## src/rtl/comparator_eq.sv

```systemverilog
// comparator_eq: 2-bit unsigned equality/magnitude comparator.
// Operand A = {in1,in2}, operand B = {in3,in4}. Exactly one of the
// eq/lt/gt flags is set for any operand pair. OUT_REG selects a
// registered (1-cycle) or purely combinational output path.
module comparator_eq #(
  parameter bit OUT_REG = 1'b1
) (
  input  logic clk,
  input  logic rst_n,
  input  logic in1,
  input  logic in2,
  input  logic in3,
  input  logic in4,
  input  logic in_valid,
  output logic out1,
  output logic out_lt,
  output logic out_gt,
  output logic out_valid
);

  logic [1:0] a_p0;
  logic [1:0] b_p0;
  logic [2:0] flags_p0;  // {eq, lt, gt}
  logic       vld_p0;

  // Returns {eq, lt, gt} for two unsigned 2-bit operands.
  function automatic logic [2:0] compare_flags(input logic [1:0] a,
                                               input logic [1:0] b);
    logic [2:0] f;
    f[2] = (a == b);
    f[1] = (a < b);
    f[0] = (a > b);
    return f;
  endfunction

  // Stage p0: operand assembly and compare
  assign a_p0     = {in1, in2};
  assign b_p0     = {in3, in4};
  assign flags_p0 = compare_flags(a_p0, b_p0);
  assign vld_p0   = in_valid;

  generate
    if (OUT_REG) begin : g_reg
      logic [2:0] flags_p1;
      logic       vld_p1;

      // Stage p0 -> p1: valid follows every edge, flags update only on qualified inputs
      always_ff @(posedge clk or negedge rst_n) begin
        if (!rst_n) begin
          flags_p1 <= 3'b000;
          vld_p1   <= 1'b0;
        end else begin
          vld_p1 <= vld_p0;
          if (vld_p0) begin
            flags_p1 <= flags_p0;
          end
        end
      end

      assign {out1, out_lt, out_gt} = flags_p1;
      assign out_valid              = vld_p1;
    end else begin : g_comb
      // Clock and reset play no part in the zero-latency path.
      logic unused_clk_rst;
      assign unused_clk_rst = clk ^ rst_n;

      assign {out1, out_lt, out_gt} = flags_p0;
      assign out_valid              = vld_p0;
    end
  endgenerate

endmodule

```

## config.mk

```make
export PLATFORM = sky130hd
export DESIGN_NAME = comparator_eq
export DESIGN_NICKNAME = d
export VERILOG_FILES = /design/src/rtl/comparator_eq.sv
export SDC_FILE = /design/constraint.sdc
export NUM_CORES = 1
export LEC_CHECK = 0
export BUFFER_PORTS_ARGS = -buffer_cell sky130_fd_sc_hd__clkbuf_2
export CAP_MARGIN = 5
export CORE_AREA = 2 2 39 41
export DETAILED_ROUTE_END_ITERATION = 8
export DIE_AREA = 0 0 41 43
export SLEW_MARGIN = 20
export SYNTH_ARGS = -nofsm -noshare
export SYNTH_HDL_FRONTEND = slang
export SYNTH_SLANG_ARGS = --single-unit
```

## constraint.sdc

```tcl
create_clock -name clk -period 1 [get_ports clk]
set_input_delay 0.3 -clock clk [delete_from_list [all_inputs] [get_ports clk]]
set_output_delay 0.3 -clock clk [all_outputs]
set_load 0.01 [all_outputs]
```

==> results.yml <==
sta:
  setup_violations: 3
  hold_ws_ps: 269
  finalHoldViolations: 0
  fmax_mhz: 972
  post-route-period-util: 1.03
  slew_violations: 0
  period_needed_ps: 1030
  fin_tns_setup_ps: -81.0
  fin_ws_ps: -29.3
  finClkSkew_ps: 0
  rsz0062_at_grt: "yes"
  slew_headroom: 0.922
  max_slew.worst_pin.slew_ps: 115
finish:
  final_cells: 52
  syn2layout_area_growth_pct: 75.8
  final_cell_mix: "8 x clkbuf_2, 4 x inv_1, 4 x dfrtp_1, 4 x buf_4, 3 x clkbuf_4"
  final_common_cell: "clkbuf_2"
  layout.nets: 47
  drive_gt1_frac: 0.583
  nFillCells: 148
  antenna_cells: 0
  regArea_sq_um: 100
  multi_input_area_sq_um: 85.1
logic_synthesis:
  syn_inst: 18
  synth_area_leaders: "dfrtp_1 52%, ha_1 13%, inv_1 9.8%"
  synth_top_area_frac: 0.523
  synth_top_area_cell: "dfrtp_1"
  syn_area_per_cell_sq_um: 10.6
  synthSimpleGateAreaFrac: 0.0654
  ys_ff_latch: 4
  ys_seq_area_frac: 0.523
  synth_top_family_by_area: "adder cells"
  syn_area_sq_um: 191
  synth_xor_area_frac: 0
  synth_mux_area_frac: 0.0784
  yosysWarningCount: 0
  synth-compound-area-share: 0.105
  synth_cell_types: 9
  syn_nets: 27
  synth_fa_ha_area_frac: 0.131
route:
  drt-initial-drc-count: 2
  viasPerCell: 3.38
  drt-pass1-iter-count: 2
  ant_nets: 0
  drt-total-wl_um: 381
  vias: 176
  avgRoutedWirePerCell_um: 7.33
  route.detailed.drc: 0
flow_run:
  max_cap_viol_count: 0
worst_setup_path:
  path_cells: "buf_2"
  crit_family: "flip-flops"
  crit_arrival_ps: 730
  critPathLaunchType: "flip-flop"
  critPathMaxFanout: 2
  slowest_delay_ps: 360
  critPathCaptureType: "primary output"
  crit_type: "reg2out"
  critPathBufInv: 1
  cp.required_ps: 700
  cp_slowest_cell: "dfrtp_1"
  rrSetupSlack_ps: 120
power_and_ir_drop:
  peakVddDrop_mv: 0.319
  power.total_uw: 514
  power.density_nw_per_um2: 1530
  leakage_nw: 0.183
floorplan:
  rows: 14
  initial_core_util: 0.138
  die_y_um: 43
  die_area_sq_um: 1760
  die_w_um: 41
  fp.coreArea_sq_um: 1380
  ioPinCount: 11
global_routing:
  antenna_found_initial: 0
  grt_remaining_overflow: 0
  grt_pass1_vias: 182
  grt.total_usage: 0.0543
  grt_max_degree: 7
  grt_first_pass_wirelength_um: 621
clock_tree:
  cts_tree: "built"
  insertion_delay_ps: 230
  root_buffer: "clkbuf_4"
  clkSlewWorstSetupHoldPaths_ps: 30
  cts_buffer_depth: 2
  cts-htree-levels: 1
  cts_buffers: 3
  cts_sinks: 4
place:
  pre_cts_slack_ps: -114
  dp_cells: 44
  dp_hpwl_um: 306
  port_buffers: 10
  place_congestion: 0.590
worst_hold_path:
  hold_class: "in2reg"
outcome:
  violations: "negative setup slack"
  status: "finished with violations"
## through the flow
stage | utilization | cell area, sq um
after floorplan | - | 204
after global placement | 0.198 | 274
after detailed placement | 0.198 | 274
after CTS | 0.232 | 322
after global routing | 0.243 | 337
final | 0.243 | 337
## path summary, 6_finish.rpt
| kind | cells past startpoint | from | to |
|---|---|---|---|
| worst max register to register | 2 | g_reg.flags_p1[1]$_DFFE_PN0P_ | g_reg.flags_p1[1]$_DFFE_PN0P_ |
| worst min-delay path | 1 | in_valid | out_valid$_DFF_PN0_ |
| worst max-delay path | 1 | g_reg.flags_p1[2]$_DFFE_PN0P_ | out1 |
| max in group asynchronous | 2 | rst_n | g_reg.flags_p1[1]$_DFFE_PN0P_ |
| min in group asynchronous | 2 | rst_n | out_valid$_DFF_PN0_ |
| worst min register to register | 2 | g_reg.flags_p1[1]$_DFFE_PN0P_ | g_reg.flags_p1[1]$_DFFE_PN0P_ |
## sequential cells by signal (all words and copies together), names as in the netlist
| name | cells |
|---|---|
| g_reg.flags_p1 | 3 |
| out_valid | 1 |
## power breakdown
part / leakage (nW) / internal (mW) / switching (mW)
logic: 0.121 / 0.0773 / 0.0550
clock network: 0.0138 / 0.134 / 0.0574
registers: 0.0490 / 0.182 / 0.00830
total: 0.183 / 0.393 / 0.121
## kinds of logic (layout without fill, tap and decap cells)
logic type	Yosys count	in the layout
AOI/OAI and AO/OA	3	3
adders and majority gates	2	2
buffers and inverters	5	23
DFF	4	4
muxes	1	1
and+or+nand+nor	3	3
## worst reg2reg max path, cell delays in order (launching register included)
cell and delay [ps]:
dfrtp_1 370, buf_4 130, mux2_4 260
## metal layers
layer  global-route usage  routed length [um]
met5                    0                   0
met4               0.0800                   0
met3                    0                  29
met2               0.0625                 152
met1               0.0712                 199
## area by class of cell
| cell class | instances | area share |
|---|---|---|
| timing repair buffer | 15 | 0.268 |
| sequential | 4 | 0.297 |
| multi-input combinational | 9 | 0.253 |
| tap | 16 | 0.0595 |
| clock buffer | 3 | 0.0669 |
| inverter | 5 | 0.0558 |
## timing repair
item                       CTS  global route
hold endpoints to repair     4             0
gates resized for setup      0             2
hold buffers                 1             0
setup endpoints to repair    4             4
setup buffers                2             2
## synthesized netlist by cell type
cell / instances
inv_1: 5
dfrtp_1: 4
ha_1: 2
nand2_1: 2
a21oi_2: 1
mux2_4: 1
nand3_1: 1
o21ai_0: 1
o22ai_1: 1
(Power assumes the default switching activity.)
